**config.mk**
```make
export PLATFORM = sky130hd
export DESIGN_NAME = sbd_sqrt_shift_ctrl
export DESIGN_NICKNAME = d
export VERILOG_FILES = /design/src/rtl/sbd_sqrt_shift_ctrl.sv
export SDC_FILE = /design/constraint.sdc
export NUM_CORES = 1
export LEC_CHECK = 0
export BUFFER_PORTS_ARGS = -buffer_cell sky130_fd_sc_hd__clkbuf_2
export CAP_MARGIN = 20
export CORE_ASPECT_RATIO = 0.5
export CORE_MARGIN = 3
export CORE_UTILIZATION = 40
export DETAILED_ROUTE_END_ITERATION = 10
export PLACE_DENSITY = 0.81
export SLEW_MARGIN = 40
export SYNTH_ARGS = -nofsm -noshare
export SYNTH_HDL_FRONTEND = slang
export SYNTH_SLANG_ARGS = --single-unit
```
**constraint.sdc**
```tcl
create_clock -name CLK -period 1.42 [get_ports CLK]
set_clock_uncertainty 0.1 [all_clocks]
set_input_delay 0 -clock CLK [delete_from_list [all_inputs] [get_ports CLK]]
set_output_delay 0 -clock CLK [all_outputs]
set_load 0.005 [all_outputs]
```
**src/rtl/sbd_sqrt_shift_ctrl.sv**
```systemverilog
// Sequencing controller for the SBD square-root datapath: loads the aligned
// mantissa, shifts in one root digit per handshake, then normalises right.
module sbd_sqrt_shift_ctrl #(
  parameter int unsigned bitlength = 48,
  parameter int unsigned ITER      = 16,
  parameter int unsigned NORM_MAX  = 3
) (
  input  logic                 CLK,
  input  logic                 RST,
  input  logic                 START,
  input  logic [bitlength-1:0] MANT,
  input  logic                 ODD_EXP,
  input  logic [2:0]           DIGIT_IN,
  input  logic                 DIGIT_VLD,
  output logic                 DIGIT_RDY,
  input  logic [bitlength-1:0] SH_POUT,
  output logic [bitlength-1:0] SH_PIN,
  output logic                 SH_LOAD,
  output logic                 SH_LR,
  output logic                 SH_SHIFT,
  output logic [2:0]           SH_SINLSB,
  output logic [1:0]           SH_SINMSB,
  output logic                 BUSY,
  output logic                 DONE,
  output logic [2:0]           NORM_CNT
);

  localparam int unsigned CNT_W = $clog2(ITER + 1);
  localparam int unsigned NC_W  = 3;

  typedef enum logic [2:0] {
    ST_IDLE,
    ST_LOAD,
    ST_ITER,
    ST_NORM,
    ST_FIN
  } state_t;

  state_t               state_q, state_d;
  logic [bitlength-1:0] op_q, op_d;
  logic [CNT_W-1:0]     dig_cnt_q, dig_cnt_d;
  logic [NC_W-1:0]      norm_cnt_q, norm_cnt_d;
  logic                 busy_q, busy_d;
  logic                 done_q, done_d;
  logic                 load_q, load_d;
  logic                 top_set_c;
  logic                 norm_go_c;
  logic                 unused_pout_c;

  // Only the two MSBs of the shifter contents steer normalisation.
  assign unused_pout_c = ^SH_POUT[bitlength-3:0];
  assign top_set_c     = |SH_POUT[bitlength-1 -: 2];
  assign norm_go_c     = top_set_c && (norm_cnt_q < NC_W'(NORM_MAX));

  // Next-state logic; shifter strobes follow the handshake in the same cycle.
  always_comb begin
    state_d    = state_q;
    op_d       = op_q;
    dig_cnt_d  = dig_cnt_q;
    norm_cnt_d = norm_cnt_q;
    DIGIT_RDY  = 1'b0;
    SH_SHIFT   = 1'b0;
    SH_LR      = 1'b0;
    SH_SINLSB  = 3'b000;

    unique case (state_q)
      ST_IDLE: begin
        if (START) begin
          op_d       = ODD_EXP ? {MANT[bitlength-2:0], 1'b0} : MANT;
          dig_cnt_d  = '0;
          norm_cnt_d = '0;
          state_d    = ST_LOAD;
        end
      end
      ST_LOAD: state_d = ST_ITER;
      ST_ITER: begin
        DIGIT_RDY = 1'b1;
        if (DIGIT_VLD) begin
          SH_SHIFT  = 1'b1;
          SH_SINLSB = DIGIT_IN;
          dig_cnt_d = dig_cnt_q + CNT_W'(1);
          if (dig_cnt_q == CNT_W'(ITER - 1)) begin
            state_d = ST_NORM;
          end
        end
      end
      ST_NORM: begin
        if (norm_go_c) begin
          SH_SHIFT   = 1'b1;
          SH_LR      = 1'b1;
          norm_cnt_d = norm_cnt_q + NC_W'(1);
        end else begin
          state_d = ST_FIN;
        end
      end
      ST_FIN:  state_d = ST_IDLE;
      default: state_d = ST_IDLE;
    endcase

    busy_d = (state_d == ST_LOAD) || (state_d == ST_ITER) || (state_d == ST_NORM);
    done_d = (state_d == ST_FIN);
    load_d = (state_d == ST_LOAD);
  end

  always_ff @(posedge CLK) begin
    if (RST) begin
      state_q    <= ST_IDLE;
      op_q       <= '0;
      dig_cnt_q  <= '0;
      norm_cnt_q <= '0;
      busy_q     <= 1'b0;
      done_q     <= 1'b0;
      load_q     <= 1'b0;
    end else begin
      state_q    <= state_d;
      op_q       <= op_d;
      dig_cnt_q  <= dig_cnt_d;
      norm_cnt_q <= norm_cnt_d;
      busy_q     <= busy_d;
      done_q     <= done_d;
      load_q     <= load_d;
    end
  end

  assign SH_PIN    = op_q;
  assign SH_LOAD   = load_q;
  assign SH_SINMSB = 2'b00;
  assign BUSY      = busy_q;
  assign DONE      = done_q;
  assign NORM_CNT  = norm_cnt_q;

endmodule

```
==> results of run 1 <==
==> where the power goes <==
group / total (W) / internal (W) / switching, W
Sequential: 0.00203 / 0.00189 / 0.000135
Combinational: 0.00171 / 0.000950 / 0.000762
Clock: 0.00198 / 0.00120 / 0.000781
==> sequential cells by signal, summed over array words and instances, names as in the netlist <==
name,flops
BUSY,1
NORM_CNT,3
state_q,3
DONE,1
SH_LOAD,1
SH_PIN,48
dig_cnt_q,5
==> metal layers <==
layer  wire (um)  track usage [%]  up-vias
met2        7054            47.90      161
met4         635            14.38        0
met1        5260            28.28     1666
li1            -                -     1559
met3         698            9.665       54
met5           0                0        -
==> logic make-up after synthesis <==
logic type / share of synthesized area (%)
mux: 15.23
other cells: 0.1214
fa+ha+maj: 1.216
flops: 40.19
simple gates: 13.09
buf+inv: 7.132
compound gates: 23.01
==> synthesized netlist by cell type, types with 2 or more instances <==
cell type / count
buf_2: 2
nand2_1: 5
nor2_1: 50
o21ai_0: 4
dfxtp_1: 62
a21oi_1: 9
inv_1: 3
buf_1: 3
clkbuf_1: 7
buf_6: 11
and2_1: 3
mux2i_1: 47
a211oi_2: 47
nor4bb_1: 2
or3_1: 4
nand2b_1: 3
and3b_1: 2
ha_1: 3
nand3_1: 4
nand4bb_1: 2
buf_4: 5
==> cell type report <==
class | instances | area [um2]
clock buffers | 12 | 246.5
clock inverters | 2 | 10.01
fillers | 349 | 1303
inverters | 3 | 11.26
multi-input cells | 199 | 1858
flip-flops and latches | 62 | 1257
well taps | 92 | 115.1
repair buffers | 265 | 2267
==> layout by cell type, fill, tap and decap left out, types with 2 or more instances in the layout <==
cell type / instances
nor2_2: 32
conb_1: 2
ha_4: 2
inv_1: 2
nand3_1: 2
buf_8: 8
a21oi_2: 3
and2_4: 2
dfxtp_1: 57
a21oi_1: 5
nand2b_1: 2
buf_4: 24
clkbuf_1: 2
buf_16: 2
or3_1: 2
nand3_2: 2
buf_12: 5
o21ai_0: 4
dlygate4sd3_1: 76
buf_6: 32
a211oi_2: 47
and3b_1: 2
dfxtp_4: 4
nand2_1: 3
clkbuf_2: 112
mux2i_1: 47
nor2_1: 17
or3_4: 2
clkinv_2: 2
clkbuf_16: 14
==> stage by stage <==
step	utilization [%]	area (um2)	hold slack, ps	instances
after floorplan	-	3123	10.34	292
after global placement	55.04	3890	173.2	501
after detailed placement	55.04	3890	177.3	501
after CTS	76.90	5435	56.75	624
after global routing	81.57	5766	57.58	635
final	81.57	5766	36.68	635
==> final timing paths <==
| kind | to | start | slack, ps | cells past startpoint |
|---|---|---|---|---|
| min | dig_cnt_q[2] | DIGIT_VLD | 40 | 4 |
| min reg2reg | SH_PIN[24] | SH_PIN[24] | 420 | 2 |
| max reg2reg | SH_PIN[41] | state_q[0] | -230 | 6 |
| max | SH_PIN[41] | state_q[0] | -230 | 6 |
==> tightest hold or removal path: stages <==
cell	delay, ps
clkbuf_2	110
nand4bb_2	130
or3_1	120
a21oi_1	60
==> what timing repair did <==
action / in CTS / in global routing
hold buffers: 76 / 0
pin swaps: 30 / 12
cloned: 2 / 4
hold endpoints to repair: 55 / 0
resized for setup: 65 / 52
buffers inserted: 31 / 9
endpoints found under the setup margin: 62 / 64
==> run summary, run 1 <==
Die height: 68.13 um
Post-synth ARST share: 0%
CP max stage cell: dfxtp_4
Initial antenna violation count: 0
CTS tree: yes
Nets@finish: 647
Final setup margin: -230.7 ps
Share of layout cells above drive strength 1: 57.09%
Failing checks: negative setup slack
Crit share post-route: 116.2%
Port buffer count: 117
Synth top area share: 40.19%
#FFs+latches synth: 62
CTS root buf: clkbuf_16
Syn Inst Count: 291
Post-DRT Antenna Nets: 0
Status: complete, but fails checks
Synth area leader: dfxtp_1
Total power: 0.005722 W
# setup viols final: 63
GRT overflow: 0
Critical Path RT: 1550 ps
Most numerous cell on the critical path: buf_12
Yosys cell types: 34
HP Class: input port to register
Minimum clock period: 1651 ps
Peak Freq: 0.6058 GHz
CP cell instances: nor4b_4 > buf_4 > buf_12 > buf_12 > nor2_1 > a211oi_2
Peak VDD IR: 0.7725 mV
Worst-path clk slew: 50 ps
DR vias: 3440
Clock Latency Late Sink: 330 ps
Io pins: 166
Max cap viols: 0
Final hold vios: 0
Largest net degree at the start of global routing: 36
# diodes: 0
Pwr Density: 992.5 nW/um2
Post-synth top flop: dfxtp_1
Final HPWL DP: 5.359 mm
Full die area: 8874 um2
CTS H-tree depth: 3
Leakage power: 2.596 nW
Core area: 7068 um2
Final TNS setup: -8424 ps
Layout area overhead: 86.71%
Chip width: 130.3 um
Vias in the first global route: 3538
Post-Synthesis Cell Area: 3088 um2
Crit. End Element: register
Slew Limit Fails: 0
Final wirelength: 13.65 mm
Post-Place Setup Slack: -120.8 ps
Synth area leaders: dfxtp_1 (40%), a211oi_2 (19%), mux2i_1 (15%)
Routed length per instance: 21.49 um
First-pass GRT wire length: 18.02 mm
CP Launch Type: register
RSZ-0062 raised after global routing: true
Sequential area share after synthesis: 40.19%
First drt pass iteration count: 4
CTS Buf Count: 9
Total track usage: 26.81%
Placer Congestion: 0.7911
CTS sink cnt: 62
Max incr delay on CP: 370 ps
Number of flops mapped to enable cells by yosys: 0
Crit path DAT: 1780 ps
Syn_area_per_cell: 10.61 um2
Initial core utilization: 43.69%
DRC Markers: 0
WP buf/inv: 3
Critical path class: register to register
Row count: 21
CP delay by family, top: buffers and inverters
Vias per cell: 5.417
Yosys warning count: 0
Crit-path max FO: 8
Starting DRT DRC Count: 371
Longest Clk Path Bufs: 2
(Power assumes the default switching activity.)
==> run 2: changes to the inputs <==
- SKIP_LAST_GASP: not set -> 1
==> run 2 against run 1 <==
  * The run still ends with negative setup slack left
  * Via count rose by 3.0%
  * Hold slack better by 60 ps
  * Core utilization down 0.67 points
  * Clock power about the same
  * Non-clock buffer count up 6
  * Critical endpoint is now SH_PIN[12]
  * Highest routed layer unchanged
==> run summary, run 2 (synthesized netlist as in run 1, its figures left out) <==
Status: complete, but fails checks
Failing checks: negative setup slack
Post-Place Setup Slack: -120.8 ps (unchanged)
CP Launch Type: register
Layout area overhead: 85.17%
Max cap viols: 0 (unchanged)
Peak VDD IR: 0.7685 mV (-0.52%)
CTS sink cnt: 62 (unchanged)
Placer Congestion: 0.7911 (unchanged)
Beginning of the worst hold path: DIGIT_VLD
DR vias: 3543 (+3.0%)
Crit path DAT: 1810 ps (+30 ps)
R2R cell count: 7 (+1)
Final HPWL DP: 5.359 mm (unchanged)
Longest Clk Path Bufs: 2 (unchanged)
Fin area: 5718 um2 (-0.82%)
Post-DRT Antenna Nets: 0 (unchanged)
Max incr delay on CP: 370 ps (about the same)
Core area: 7068 um2 (unchanged)
Crit. End Element: register
Number of flip-flops in the largest register: 48 (unchanged)
Final setup margin: -238.5 ps (-7.779 ps)
Final hold vios: 0 (unchanged)
First-pass GRT wire length: 18.43 mm (+2.3%)
Vias per cell: 5.519 (+1.9%)
First drt pass iteration count: 5 (+1)
Initial antenna violation count: 0 (unchanged)
Most frequent cells in the layout: clkbuf_2 (112), dlygate4sd3_1 (76), dfxtp_1 (57), mux2i_1 (47), a211oi_2 (47)
Total track usage: 27.49% (+0.68 points)
CP delay by family, top: buffers and inverters
CTS H-tree depth: 3 (unchanged)
Full die area: 8874 um2 (unchanged)
Chip width: 130.3 um (unchanged)
Final wirelength: 13.63 mm (-0.16%)
Starting DRT DRC Count: 260 (-30%)
Critical Path RT: 1570 ps (+20 ps)
Nets@finish: 653 (+0.93%)
Leakage power: 2.597 nW (about the same)
CTS Buf Count: 9 (unchanged)
Vias in the first global route: 3628 (+2.5%)
Minimum clock period: 1659 ps (+7.779 ps)
Share of layout cells above drive strength 1: 54.46% (-2.6 points)
Peak Freq: 0.6029 GHz (-0.47%)
Row count: 21 (unchanged)
DRC Markers: 0 (unchanged)
Worst-path clk slew: 60 ps (about the same)
Critical R2R Capture: SH_PIN[12]
CTS tree: yes
Clock Latency Late Sink: 340 ps (about the same)
Slew Limit Fails: 0 (unchanged)
Crit Reg-Reg Startpoint: state_q[0]
CTS root buf: clkbuf_16
Most common cell after layout, fill and taps aside: clkbuf_2
CP cell instances: nor4b_4 > buf_4 > buf_12 > buf_4 > buf_8 > nor2_1 > a211oi_2
Port buffer count: 117 (unchanged)
WP buf/inv: 4 (+1)
Pwr Density: 993.4 nW/um2 (about the same)
RSZ-0062 raised after global routing: true
Post-DP Area: 3890 um2 (unchanged)
Initial core utilization: 43.69% (unchanged)
Crit-path max FO: 8 (unchanged)
# setup viols final: 64 (+1.6%)
Largest net degree at the start of global routing: 36 (unchanged)
Io pins: 166 (unchanged)
Reg2Reg Setup Slack: -240 ps (about the same)
Routed length per instance: 21.22 um (-1.2%)
WHS Endpoint: dig_cnt_q[2]
CP max stage cell: dfxtp_4
GRT overflow: 0 (unchanged)
Die height: 68.13 um (unchanged)
Critical path class: register to register
HP Class: input port to register
Most numerous cell on the critical path: buf_4
Crit share post-route: 116.8% (+0.55 points)
CP startpoint: state_q[0]
WHS Path Cells: 4 (unchanged)
run 2: changes by cell type in the layout (fill, tap and decap cells not counted), moves of 2 or more:
cell	previous run	this run
nor2_2	32	14
nor2_1	17	33
buf_4	24	34
clkbuf_16	14	11
a21oi_1	5	3
a21oi_2	3	5
buf_6	32	30
nor2_4	1	3
or3_1	2	4
or3_4	2	0
run 2: stage by stage:
| step | TNS (ps) | hold slack [ps] | power, W | cells | util (%) |
|---|---|---|---|---|---|
| 3_5_place_dp | -2429 | 177.3 | 0.003007 | 501 | 55.04 |
| 6_report | -7567 | 96.82 | 0.005680 | 642 | 80.90 |
| 4_1_cts | -4638 | 56.75 | 0.005377 | 624 | 76.85 |
| 3_3_place_gp | -535.1 | 173.2 | 0.002983 | 501 | 55.04 |
| 5_1_grt | -11350 | 120.4 | 0.005850 | 641 | 80.86 |
| 2_1_floorplan | -6721 | 10.34 | 0.002628 | 292 | - |
run 2: power by group:
group	switching (W)	internal [W]	total [W]
sequential	0.000129	0.00189	0.00202
combinational	0.000764	0.000932	0.00170
clock	0.000761	0.00120	0.00196
run 2: layer usage:
metal	vias to the layer above	wire, um	global-route usage, %
li1	1576	-	-
met1	1681	4995	27.44
met2	202	6857	50.77
met3	84	873	7.638
met4	0	900	19.43
met5	-	0	0
run 2: layout make-up:
cell class              instances  area [um2]
well taps                      92       115.1
clock buffers                  12       246.5
multi-input cells             199        1828
fillers                       361        1350
diodes                          1       2.502
flip-flops and latches         62        1255
inverters                       3       11.26
clock inverters                 2       10.01
repair buffers                271        2250
run 2: worst register-to-register path, delay by kind of cell, from the launching register on:
| family | cells | cell delay, ps |
|---|---|---|
| compound gates | 1 | 190 |
| buf+inv | 4 | 560 |
| flops | 1 | 370 |
| simple gates | 2 | 360 |
run 2: worst max path at each step:
stage / endpoint / slack, ps / cells after the start
floorplan: SH_PIN[16] / -160 / 5
global placement: dig_cnt_q[4] / -60 / 5
detailed placement: dig_cnt_q[4] / -120 / 5
CTS: SH_SINLSB[0] / -150 / 5
global route: SH_PIN[12] / -300 / 7
finish: SH_PIN[12] / -240 / 7
run 2: repair_timing:
action / 4_1_cts / 5_1_grt
gates cloned: 2 / 3
buffers inserted: 31 / 15
pin swaps: 30 / 14
endpoints found under the setup margin: 62 / 65
hold buffers: 76 / 0
resized for setup: 64 / 36
hold endpoints to repair: 55 / 0
==> run 3: changes to the inputs <==
- BUFFER_PORTS_ARGS: -buffer_cell sky130_fd_sc_hd__clkbuf_2 -> not set
- CORE_ASPECT_RATIO: 0.5 -> not set
- DONT_BUFFER_PORTS: not set -> 1
- PLACE_DENSITY: 0.81 -> 0.61
==> run 3 against run 2 <==
  * Core utilization down 29 points
  * Flip-flop and latch count unchanged
  * The flow finishes with violations (negative hold slack, negative setup slack)
  * Via count down 37%
  * Critical path type unchanged
  * Combinational power down 52%
  * Clock power down 30%
  * Sequential share of layout area up 11 points
  * Maximum frequency up 10%
  * Cell area down 33%
  * First-iteration DRC count down 70%
  * Setup slack better by 160 ps
==> run summary, run 3 (synthesized netlist as in run 1, its figures left out) <==
Status: complete, but fails checks
Failing checks: negative hold slack, negative setup slack
Total track usage: 16.15% (-11 points)
Crit path DAT: 1620 ps (-190 ps)
Pwr Density: 1103 nW/um2 (+11%)
Full die area: 8810 um2 (-0.73%)
Final wirelength: 7.316 mm (-46%)
Critical path class: register to register
DRC Markers: 0 (unchanged)
Chip width: 93.86 um (-28%)
Post-DRT Antenna Nets: 0 (unchanged)
Worst-path clk slew: 70 ps (about the same)
Port buffer count: 0 (-100%)
First-pass GRT wire length: 11.18 mm (-39%)
Highest metal used: met4
CP startpoint: state_q[2]
DR vias: 2234 (-37%)
Crit share post-route: 105.9% (-11 points)
Peak VDD IR: 0.4297 mV (-44%)
Minimum clock period: 1503 ps (-155.3 ps)
M1 WL: 3.098 mm (-38%)
Longest Clk Path Bufs: 2 (unchanged)
CTS Buf Count: 9 (unchanged)
# setup viols final: 63 (-1.6%)
Leakage power: 1.482 nW (-43%)
Row count: 31 (+48%)
Fillers: 666 (+84%)
Clock Power Share: 32.6% (-1.9 points)
HP Class: input port to register
Comb power frac: 19.2% (-11 points)
Io pins: 166 (unchanged)
CTS root buf: clkbuf_8
Nets@finish: 415 (-36%)
Register area: 1252 um2 (-0.20%)
Initial core utilization: 41.90% (-1.8 points)
Final Non-Filler Cells: 411 (-36%)
P_sw: 0.001154 W (-30%)
Total power: 0.004243 W (-25%)
CTS H-tree depth: 3 (unchanged)
Area of the multi-input gates: 1887 um2 (+3.2%)
Met2 WL post-DR: 3.490 mm (-49%)
Most common cell after layout, fill and taps aside: dfxtp_1
Share of layout cells above drive strength 1: 44.69% (-9.8 points)
Final setup margin: -83.22 ps (+155.3 ps)
Layout area overhead: 24.59%
Crit Reg-Reg Startpoint: state_q[2]
Placer Congestion: 0.7364 (-6.9%)
GRT overflow: 0 (unchanged)
Vias per cell: 5.436 (-1.5%)
Hold slack: -368.0 ps (-464.8 ps)
Peak Freq: 0.6652 GHz (+10%)
Final HPWL DP: 4.649 mm (-13%)
Met3 wire len: 600 um (-31%)
Vias in the first global route: 2244 (-38%)
Initial antenna violation count: 1 (+1)
First drt pass iteration count: 4 (-1)
Beginning of the worst hold path: RST
Routed length per instance: 17.80 um (-16%)
Switching part of the total: 27.21% (-1.9 points)
Sequential power share: 48.2% (+13 points)
RSZ-0062 raised after global routing: true
Reg2Reg Setup Slack: -80 ps (+160 ps)
Placed insts: 384 (-23%)
Crit-path max FO: 6 (-2)
Crit. End Element: register
Final hold vios: 62 (+62)
Critical Path RT: 1540 ps (-30 ps)
Number of flip-flops in the largest register: 48 (unchanged)
Max cap viols: 0 (unchanged)
CP Launch Type: register
Core area: 7370 um2 (+4.3%)
Clock Latency Late Sink: 320 ps (-20 ps)
Most frequent cells in the layout: dfxtp_1 (57), mux2i_1 (47), a211oi_2 (47), nor2_1 (29), buf_4 (19)
CTS tree: yes
Slew Limit Fails: 0 (unchanged)
P_int: 0.003089 W (-23%)
CTS sink cnt: 62 (unchanged)
Die height: 93.86 um (+38%)
Starting DRT DRC Count: 79 (-70%)
Largest net degree at the start of global routing: 60 (+67%)
[run 3: cell types whose count changed in the layout (fill, tap and decap cells not counted), moves of 7 or more]
cell,before,now
clkbuf_2,112,0
clkbuf_8,1,12
buf_8,8,1
nor2_2,14,4
nor2_4,3,17
dlygate4sd3_1,76,0
buf_6,30,5
buf_4,34,19
clkbuf_16,11,2
[run 3: what timing repair did]
action                                  CTS  global route
resized for setup                        25            47
gates cloned                              3             2
endpoints found under the setup margin   64            64
setup buffers                             5             4
hold endpoints to repair                 62            62
pin swaps                                 8            32
[run 3: per-stage QoR]
stage	instance area, um2	utilization, %	setup WS, ps	setup TNS (ps)
floorplan	3123	-	-160.8	-6721
global placement	3223	43.74	-61.98	-1597
detailed placement	3223	43.74	-103.9	-4201
CTS	3642	49.42	-84.98	-3685
global route	3847	52.21	-130.8	-7154
finish	3847	52.21	-83.22	-3209
[run 3: metal layers]
layer	track usage, %	vias to the layer above
met4	6.378	0
met3	5.849	12
li1	-	1087
met5	0	-
met2	26.49	73
met1	19.11	1062
[run 3: worst max-delay path: stages (launching register included)]
cell and delay, ps:
dfxtp_4 370, or4b_1 590, buf_4 200, nand2b_4 90, a21oi_1 50
[run 3: path summary, 6_finish.rpt]
check	cells after the start	end
worst max-delay path	4	NORM_CNT[1]
worst min-delay path	1	state_q[0]
worst max register to register	4	NORM_CNT[1]
worst min register to register	2	SH_PIN[0]
[run 3: final cells by class]
| cell class | count | share of cell area (%) |
|---|---|---|
| clock buffers | 13 | 4.390 |
| diodes | 1 | 0.06504 |
| clock inverters | 1 | 0.1301 |
| inverters | 3 | 0.2927 |
| well taps | 99 | 3.220 |
| multi-input cells | 199 | 49.04 |
| repair buffers | 33 | 10.31 |
| flip-flops and latches | 62 | 32.55 |
[run 3: power groups by stage]
stage / Combinational [W] / Clock (W) / Sequential [W]
3_5_place_dp: 0.000616 / 0 / 0.00206
6_report: 0.000815 / 0.00138 / 0.00205
2_1_floorplan: 0.000615 / 0 / 0.00201
5_1_grt: 0.000882 / 0.00151 / 0.00206
4_1_cts: 0.000734 / 0.00143 / 0.00202
3_3_place_gp: 0.000595 / 0 / 0.00206
